===== src/rtl/ws2812_pkg.sv =====
// ws2812_pkg: shared types and constants for the WS2812 NRZ receiver.
//   ws2812_rx_state_t : receiver state (SYNC, IDLE, HIGH, LOW)
//   WORD_BITS         : bits per GRB pixel word
//   HIGH_W            : width of the high-time counter
//   IDX_W             : width of the bit-position counter
package ws2812_pkg;

    localparam int WORD_BITS = 24;
    localparam int HIGH_W    = 8;
    localparam int IDX_W     = 5;

    typedef enum logic [1:0] {
        SYNC = 2'd0,
        IDLE = 2'd1,
        HIGH = 2'd2,
        LOW  = 2'd3
    } ws2812_rx_state_t;

endpackage


===== src/rtl/ws2812_sync.sv =====
// ws2812_sync: brings the asynchronous WS2812 line into the clk_in domain
// and detects edges on the synchronized sample.
//   clk_in   : system clock
//   rst_n_in : asynchronous active-low reset
//   data_in  : raw serial line (asynchronous)
//   d_s      : synchronized line sample
//   rise     : d_s went 0 -> 1 this cycle
//   fall     : d_s went 1 -> 0 this cycle
module ws2812_sync (
    input  logic clk_in,
    input  logic rst_n_in,
    input  logic data_in,
    output logic d_s,
    output logic rise,
    output logic fall
);

    logic meta_q, meta_d;
    logic sync_q, sync_d;
    logic prev_q, prev_d;

    always_comb begin
        meta_d = data_in;
        sync_d = meta_q;
        prev_d = sync_q;
    end

    always_ff @(posedge clk_in or negedge rst_n_in) begin
        if (!rst_n_in) begin
            meta_q <= 1'b0;
            sync_q <= 1'b0;
            prev_q <= 1'b0;
        end else begin
            meta_q <= meta_d;
            sync_q <= sync_d;
            prev_q <= prev_d;
        end
    end

    assign d_s  = sync_q;
    assign rise = sync_q & ~prev_q;
    assign fall = ~sync_q & prev_q;

endmodule


===== src/rtl/ws2812_in.sv =====
// ws2812_in: WS2812 (NeoPixel) NRZ receiver. Decodes bits from the width
// of each high pulse, assembles MSB-first 24-bit GRB words and detects the
// low-time reset gap that ends a frame.
//   clk_in, rst_n_in : clock, asynchronous active-low reset
//   ws2812_data_in   : raw serial line (asynchronous)
//   bit_thr_in       : high time above this value decodes as 1
//   rst_cnt_in       : low-time cycle count ending a frame (0 acts as 1)
//   bit_rdy_out      : one-cycle pulse per decoded bit
//   bit_data_out     : decoded bit, valid with bit_rdy_out
//   data_rdy_out     : one-cycle pulse when a word completes
//   data_out         : last complete word, first bit in bit 23
//   frame_end_out    : one-cycle pulse when a reset gap ends a frame
//   err_out          : one-cycle pulse on a protocol error
module ws2812_in
    import ws2812_pkg::*;
#(
    parameter int LOW_W = 16
) (
    input  logic                 clk_in,
    input  logic                 rst_n_in,
    input  logic                 ws2812_data_in,
    input  logic [7:0]           bit_thr_in,
    input  logic [LOW_W-1:0]     rst_cnt_in,
    output logic                 bit_rdy_out,
    output logic                 bit_data_out,
    output logic                 data_rdy_out,
    output logic [WORD_BITS-1:0] data_out,
    output logic                 frame_end_out,
    output logic                 err_out
);

    logic d_s;
    logic rise;
    logic fall;

    ws2812_sync u_sync (
        .clk_in   (clk_in),
        .rst_n_in (rst_n_in),
        .data_in  (ws2812_data_in),
        .d_s      (d_s),
        .rise     (rise),
        .fall     (fall)
    );

    ws2812_rx_state_t state_q, state_d;

    logic [HIGH_W-1:0]    high_cnt_q, high_cnt_d;
    logic [LOW_W-1:0]     low_cnt_q, low_cnt_d;
    logic [IDX_W-1:0]     bit_idx_q, bit_idx_d;
    // Holds the 23 bits preceding the current one; the incoming bit
    // completes the word directly, so no 24th flop is needed.
    logic [WORD_BITS-2:0] shift_q, shift_d;
    logic [WORD_BITS-1:0] data_q, data_d;
    logic                 bit_rdy_q, bit_rdy_d;
    logic                 bit_data_q, bit_data_d;
    logic                 data_rdy_q, data_rdy_d;
    logic                 frame_end_q, frame_end_d;
    logic                 err_q, err_d;

    logic [HIGH_W-1:0] high_inc;
    logic [LOW_W-1:0]  low_inc;
    logic [LOW_W-1:0]  rst_thr;
    logic              low_hit;
    logic              high_sat;
    logic              new_bit;
    logic              word_last;

    // Count values this cycle would reach. The rise cycle loads 0, so in
    // the fall cycle high_inc equals the number of high samples seen,
    // which is the quantity compared against the threshold.
    always_comb begin
        high_inc  = (high_cnt_q == '1) ? high_cnt_q : high_cnt_q + 1'b1;
        low_inc   = (low_cnt_q == '1) ? low_cnt_q : low_cnt_q + 1'b1;
        rst_thr   = (rst_cnt_in == '0) ? LOW_W'(1) : rst_cnt_in;
        low_hit   = (low_inc == rst_thr);
        high_sat  = (high_inc == '1);
        new_bit   = (high_inc > bit_thr_in);
        word_last = (bit_idx_q == IDX_W'(WORD_BITS - 1));
    end

    always_ff @(posedge clk_in or negedge rst_n_in) begin
        if (!rst_n_in) begin
            state_q <= SYNC;
        end else begin
            state_q <= state_d;
        end
    end

    always_comb begin
        state_d = state_q;
        case (state_q)
            SYNC: begin
                if (!d_s && low_hit) begin
                    state_d = IDLE;
                end
            end
            IDLE: begin
                if (rise) begin
                    state_d = HIGH;
                end
            end
            HIGH: begin
                // A falling edge wins over saturation in the same cycle.
                if (fall) begin
                    state_d = LOW;
                end else if (high_sat) begin
                    state_d = SYNC;
                end
            end
            LOW: begin
                if (rise) begin
                    state_d = HIGH;
                end else if (low_hit) begin
                    state_d = IDLE;
                end
            end
            default: state_d = SYNC;
        endcase
    end

    always_comb begin
        high_cnt_d  = high_cnt_q;
        low_cnt_d   = low_cnt_q;
        bit_idx_d   = bit_idx_q;
        shift_d     = shift_q;
        data_d      = data_q;
        bit_rdy_d   = 1'b0;
        bit_data_d  = 1'b0;
        data_rdy_d  = 1'b0;
        frame_end_d = 1'b0;
        err_d       = 1'b0;
        case (state_q)
            SYNC: begin
                low_cnt_d = d_s ? '0 : low_inc;
            end
            IDLE: begin
                if (rise) begin
                    high_cnt_d = '0;
                end
            end
            HIGH: begin
                high_cnt_d = high_inc;
                if (fall) begin
                    bit_rdy_d  = 1'b1;
                    bit_data_d = new_bit;
                    shift_d    = {shift_q[WORD_BITS-3:0], new_bit};
                    low_cnt_d  = '0;
                    if (word_last) begin
                        data_d     = {shift_q, new_bit};
                        data_rdy_d = 1'b1;
                        bit_idx_d  = '0;
                    end else begin
                        bit_idx_d = bit_idx_q + 1'b1;
                    end
                end else if (high_sat) begin
                    err_d     = 1'b1;
                    bit_idx_d = '0;
                end
            end
            LOW: begin
                low_cnt_d = low_inc;
                if (rise) begin
                    high_cnt_d = '0;
                end else if (low_hit) begin
                    frame_end_d = 1'b1;
                    // A gap in mid-word drops the partial word.
                    if (bit_idx_q != '0) begin
                        err_d     = 1'b1;
                        bit_idx_d = '0;
                    end
                end
            end
            default: begin
                low_cnt_d = '0;
            end
        endcase
    end

    always_ff @(posedge clk_in or negedge rst_n_in) begin
        if (!rst_n_in) begin
            high_cnt_q  <= '0;
            low_cnt_q   <= '0;
            bit_idx_q   <= '0;
            shift_q     <= '0;
            data_q      <= '0;
            bit_rdy_q   <= 1'b0;
            bit_data_q  <= 1'b0;
            data_rdy_q  <= 1'b0;
            frame_end_q <= 1'b0;
            err_q       <= 1'b0;
        end else begin
            high_cnt_q  <= high_cnt_d;
            low_cnt_q   <= low_cnt_d;
            bit_idx_q   <= bit_idx_d;
            shift_q     <= shift_d;
            data_q      <= data_d;
            bit_rdy_q   <= bit_rdy_d;
            bit_data_q  <= bit_data_d;
            data_rdy_q  <= data_rdy_d;
            frame_end_q <= frame_end_d;
            err_q       <= err_d;
        end
    end

    assign bit_rdy_out   = bit_rdy_q;
    assign bit_data_out  = bit_data_q;
    assign data_rdy_out  = data_rdy_q;
    assign data_out      = data_q;
    assign frame_end_out = frame_end_q;
    assign err_out       = err_q;

endmodule


===== config.mk =====
export PLATFORM = sky130hd
export DESIGN_NAME = ws2812_in
export DESIGN_NICKNAME = d
export VERILOG_FILES = /design/src/rtl/ws2812_pkg.sv /design/src/rtl/ws2812_sync.sv /design/src/rtl/ws2812_in.sv
export SDC_FILE = /design/constraint.sdc
export NUM_CORES = 1
export LEC_CHECK = 0
export CORE_UTILIZATION = 45
export CTS_CLUSTER_SIZE = 16
export DETAILED_ROUTE_END_ITERATION = 6
export HOLD_SLACK_MARGIN = 0.02
export PLACE_DENSITY_LB_ADDON = 0.08
export SYNTH_ARGS = -nofsm -noshare
export SYNTH_HDL_FRONTEND = slang
export SYNTH_SLANG_ARGS = --single-unit
export TNS_END_PERCENT = 20

===== constraint.sdc =====
create_clock -name clk_in -period 4.34 [get_ports clk_in]
set_input_delay 0.868 -clock clk_in [delete_from_list [all_inputs] [get_ports clk_in]]
set_output_delay 0.868 -clock clk_in [all_outputs]
set_load 0.005 [all_outputs]

## After elaboration in Yosys (flattened, before gate mapping)

Index checks and enable logic that the tools add are counted.

- Add/sub/neg operators: 3
- Mux-type cells: 38
- Bitwise gates (word level): 4
- Reductions and logical operators: 15
- Equal/unequal tests: 17
- $lt $le $gt $ge: 1

Operator list:

| kind | count |
|---|---|
| two-way mux 16 bit | 4 |
| case mux 16 bit (3 select lines) | 1 |
| two-way mux 5 bit | 6 |
| adder 16 x 1 -> 16 bit, second input constant | 1 |
| equality test 16 bit | 1 |
| equality test 16 bit, second input constant | 1 |
| equality test 8 bit, second input constant | 2 |
| logical NOT 16 bit | 1 |
| two-way mux 8 bit | 2 |
| case mux 8 bit (2 select lines) | 1 |
| two-way mux 1 bit | 15 |
| two-way mux 2 bit | 6 |
| inequality test 2 bit, second input constant | 6 |
| case mux 5 bit (2 select lines) | 1 |
| adder 8 x 1 -> 8 bit, second input constant | 1 |
| greater-than comparator 8 bit | 1 |
| case mux 2 bit (4 select lines) | 1 |
| inequality test 3 bit, second input constant | 2 |
| AND reduction 2 bit | 3 |
| adder 5 x 1 -> 5 bit, second input constant | 1 |
| equality test 5 bit, second input constant | 1 |
| AND reduction 5 bit | 1 |
| nonzero test 5 bit | 1 |
| equality test 2 bit, second input constant | 2 |
| other kinds (13) | 16 |

- Input port bits: 27
- Output and inout bits: 29
- Register bits: 86

## Logic depth before layout (Yosys ltp)

- Word-level depth: 6
- Depth in mapped cells: 16
- Mapped depth without buffers: 15

## Modules after synthesis

A second synthesis with hierarchy kept.

- Cells, all modules: 454
- Area total of the unflattened synthesis: 4758.3 um2

Modules (own cells, without submodules):

| module | times used | cells an instance | area each (um2) |
|---|---|---|---|
| ws2812_in | 1 | 449 | 4668.2 |
| ws2812_sync | 1 | 5 | 90.1 |

## Worst setup path before layout

No wires, ideal clock.

- Path type: input -> register
- From: input rst_cnt_in[8]
- To: register bit_idx_q[3]
- Setup slack: 1.440 ns
- Arrival time: 2.797 ns
- Required time: 4.236 ns
- Library setup time: 0.104 ns
- Cell stages on the path: 9
- Cell sequence: nor4_1 -> a41oi_1 -> xnor2_1 -> mux2_1 -> o21ai_1 -> nand4b_1 -> o21a_1 -> or2_4 -> o41ai_2

- Cells in the longest elaborated chain, start to end: 5

Ends and longest elaborated chain:

| element | line | RTL |
|---|---|---|
| start: declaration | ws2812_in.sv:23 | `input logic [LOW_W-1:0] rst_cnt_in,` |
| logical NOT 16 bit | ws2812_in.sv:74 | `rst_thr = (rst_cnt_in == '0) ? LOW_W'(1) : rst_cnt_in;` |
| two-way mux 16 bit * | ws2812_in.sv:74 |  |
| equality test 16 bit * | ws2812_in.sv:75 | `low_hit = (low_inc == rst_thr);` |
| inequality test 2 bit (no source line) * | n/a |  |
| AND reduction 5 bit (no source line) * | n/a |  |
| end signal: assignment | ws2812_in.sv:194 | `bit_idx_q <= bit_idx_d;` |
| end: declaration | ws2812_in.sv:49 | `logic [IDX_W-1:0] bit_idx_q, bit_idx_d;` |

Every way passes the cells marked *; elsewhere a longest branch is shown, timed or not.
A chain may end at the register's enable or synchronous reset.

## Final worst setup path

- From: register low_cnt_q[0]
- To: register bit_idx_q[3]

- Cells in the longest elaborated chain, start to end: 5

Ends and longest elaborated chain:

| element | line | RTL |
|---|---|---|
| start: declaration | ws2812_in.sv:48 | `logic [LOW_W-1:0] low_cnt_q, low_cnt_d;` |
| start signal: assignment | ws2812_in.sv:193 | `low_cnt_q <= low_cnt_d;` |
| adder 16 x 1 -> 16 bit / equality test 16 bit (equally long branches) | ws2812_in.sv:73 | `low_inc = (low_cnt_q == '1) ? low_cnt_q : low_cnt_q + 1'b1;` |
| two-way mux 16 bit * | ws2812_in.sv:73 |  |
| equality test 16 bit * | ws2812_in.sv:75 |  |
| inequality test 2 bit (no source line) * | n/a |  |
| AND reduction 5 bit (no source line) * | n/a |  |

Marks and branches as above.

==> flow_summary.yaml <==
outcome:
  status: "finished clean"
critical_path:
  worstSetupPathType: "flop to flop"
  critPathCaptureType: "flop"
  path_max_fanout: 11
  worstPathRequired_ns: 4.61
  crit_arrival_ns: 3.92
  r2r_cells: 10
  crit_chain: "ha_1 -> nand3_1 -> or4_1 -> and3_1 -> mux2i_1 -> o2111a_1 -> nand4b_1 -> o21a_1 -> or2_4 -> o41ai_2"
  slowest_delay_ns: 0.74
  start_kind: "flop"
  critPathSlowestCell: "or4_1"
die:
  placeableCoreArea_um2: 10510
  die_w_um: 106.8
  ios: 56
  die-area_um2: 11410
  start_util_pct: 47.05
  num_rows: 37
  die_h_um: 106.8
yosys:
  syn_avg_cell_area_um2: 9.090
  synth.area.top_cells: "dfrtp_1, nand2_1, mux2_2, ha_1, o21ai_0"
  synth_edf_count: 0
  synth_top_area_cell: "dfrtp_1"
  synth_mux_area_share_pct: 7.718
  synth_ff_type: "dfrtp_1"
  yosys_warnings: 0
  synthSimpleGateAreaFrac_pct: 22.75
  synthCells: 544
  synth_top_area_share_pct: 43.52
  netlist_area_um2: 4945
  ys_seq_area_share_pct: 43.52
  syn-num-nets: 588
  synth_xor_area_share_pct: 2.480
  ys_types: 57
  synth_adder_area_share_pct: 4.302
  synth_top_family_by_area: "simple AND/OR/NAND/NOR gates"
  ys_ff_latch: 86
  postSynth.asyncResetShare_pct: 100.0
  synth-compound-area-share_pct: 14.98
clocking:
  clk-insertion-delay-late_ns: 0.36
  cts_tree: "done"
  clk_pin_slew_worst_paths_ns: 0.09
  cts_setup_buffers: 0
  cts_htree_levels: 3
  cts.sinks: 86
  cts_hold_buffers: 0
  clock_tree.root_cell: "clkbuf_8"
  cts_resized: 0
  clk_path_buf_depth: 2
  cts_made_buffers: 9
detailed_routing:
  routed_via_density: 5.626
  first_iter_violations: 219
  first_pass_iters: 5
  antenna_left: 0
  routed_wl_mm: 11.04
  avgRoutedWirePerCell_um: 15.15
  post-route-drc-count: 0
  via_count: 4101
timing:
  tns_ns: 0
  fin_skew_ns: 0.01193
  slew_headroom_pct: 43.53
  period_share_pct: 84.05
  finalHoldViolCount: 0
  fmax_mhz: 274.1
  layout_min_cycle_time_ns: 3.648
  setup_viol: 0
  tightestPinTransition_ns: 0.8235
  slew_violations: 0
  grt_setup_unrepaired: "false"
final_layout:
  area_delta_synth_final_pct: 16.75
  design_area_um2: 5773
  fin_nets: 632
  final_common_cell: "nand2_1"
  drive_gt1_share_pct: 9.781
  final_cell_mix: "nand2_1, dfrtp_1, clkdlybuf4s50_1"
  finalCoreUtilization_pct: 54.94
  n_antenna_cell: 0
power:
  power_density_nw_per_um2: 378.5
  leakagePower_nw: 2.664
  peakVddDrop_uv: 265.1
global_routing:
  grt_max_degree: 68
  grtUsageTotal_pct: 20.84
  grt_pass1_wl_mm: 18.80
  grt_pass1_vias: 3891
  antenna_found_initial: 0
  gr-total-overflow: 0
min_path:
  hold_path_class: "flop to flop"
  holdPathStages: 0
placement:
  post-dp-hpwl_mm: 7.937
  gp_congestion: 0.9038
  placed_area_um2: 5592
  io_buffers: 55
run:
  drv_cap: 0
per-stage QoR:
step | instances | setup slack (ns) | power [mW] | hold slack [ns]
2_1_floorplan | 544 | 1.440 | 1.444 | 0.3312
3_3_place_gp | 713 | 0.4919 | 1.653 | 0.3356
3_5_place_dp | 713 | 0.4149 | 1.674 | 0.3358
4_1_cts | 729 | 0.7229 | 2.214 | 0.3627
5_1_grt | 729 | 0.4830 | 2.356 | 0.3645
6_report | 729 | 0.6923 | 2.185 | 0.3621
metal layers:
| metal | global-route usage [%] | wire length, µm | vias up |
|---|---|---|---|
| li1 | - | - | 2027 |
| met1 | 27.59 | 5139 | 1966 |
| met2 | 34.06 | 5257 | 88 |
| met3 | 4.073 | 443 | 20 |
| met4 | 7.241 | 202 | 0 |
| met5 | 0 | 0 | - |
worst paths after layout:
path	slack, ns	startpoint	endpoint
setup / recovery	0.69	low_cnt_q[0]$_DFFE_PN0P_	bit_idx_q[3]$_DFFE_PN0P_
hold / removal	0.36	u_sync.meta_q$_DFF_PN0_	u_sync.d_s$_DFF_PN0_
setup reg to reg	0.69	low_cnt_q[0]$_DFFE_PN0P_	bit_idx_q[3]$_DFFE_PN0P_
hold reg to reg	0.36	u_sync.meta_q$_DFF_PN0_	u_sync.d_s$_DFF_PN0_
max in group asynchronous	2.93	rst_n_in	shift_q[1]$_DFFE_PN0P_
min in group asynchronous	0.61	rst_n_in	high_cnt_q[4]$_DFFE_PN0P_
cells by family (layout without fill, tap and decap cells):
logic type	after synthesis	after routing
AND/OR/NAND/NOR	229	229
AO/OA/AOI/OAI	111	111
flip-flops	86	86
buffers and inverters	52	101
multiplexers	35	35
adder cells (fa/ha/maj)	17	17
XOR/XNOR	14	14
worst max-delay path, delay by kind of cell, from the launching register on:
| kind | cells | cell delay [ns] |
|---|---|---|
| simple gates | 5 | 1.69 |
| compound gates | 3 | 0.84 |
| flops | 1 | 0.49 |
| fa+ha+maj | 1 | 0.31 |
| mux | 1 | 0.23 |
synthesized netlist by cell type, types with 5 or more instances:
library cell and instances:
nor3_1 12, buf_2 11, clkbuf_1 14, o21ai_0 31, a31oi_1 6, nand3_1 22
and3_1 8, nand2_1 111, nand4_1 9, xnor2_1 7, nor4_1 5, mux2i_1 10
inv_1 23, nor2b_1 6, xor2_1 7, nand2b_1 7, nor2_1 22, dfrtp_1 86
a22o_1 10, o31ai_1 9, mux2_2 24, o21ai_1 5, a21oi_1 19, o21a_1 5
ha_1 17
power by group:
group	switching [mW]	leakage, nW	internal (mW)
Combinational	0.453	1.40	0.283
Clock	0.310	0.0881	0.216
Sequential	0.0725	1.18	0.851
flip-flops by register name, summed over array words and instances, names as in the netlist:
register,count
high_cnt_q,8
u_sync.d_s,1
data_rdy_out,1
data_out,24
shift_q,23
frame_end_out,1
u_sync.prev_q,1
bit_rdy_out,1
err_out,1
state_q,2
bit_data_out,1
u_sync.meta_q,1
low_cnt_q,16
bit_idx_q,5
area by class of cell:
cell class / count / area, µm²
repair buffers: 62 / 600.6
flip-flops and latches: 86 / 2152
fillers: 964 / 4736
multi-input cells: 406 / 2582
inverters: 23 / 86.33
clock inverters: 7 / 57.56
clock buffers: 9 / 123.9
well taps: 136 / 170.2
Note: power is estimated with default switching activity, not from simulation.
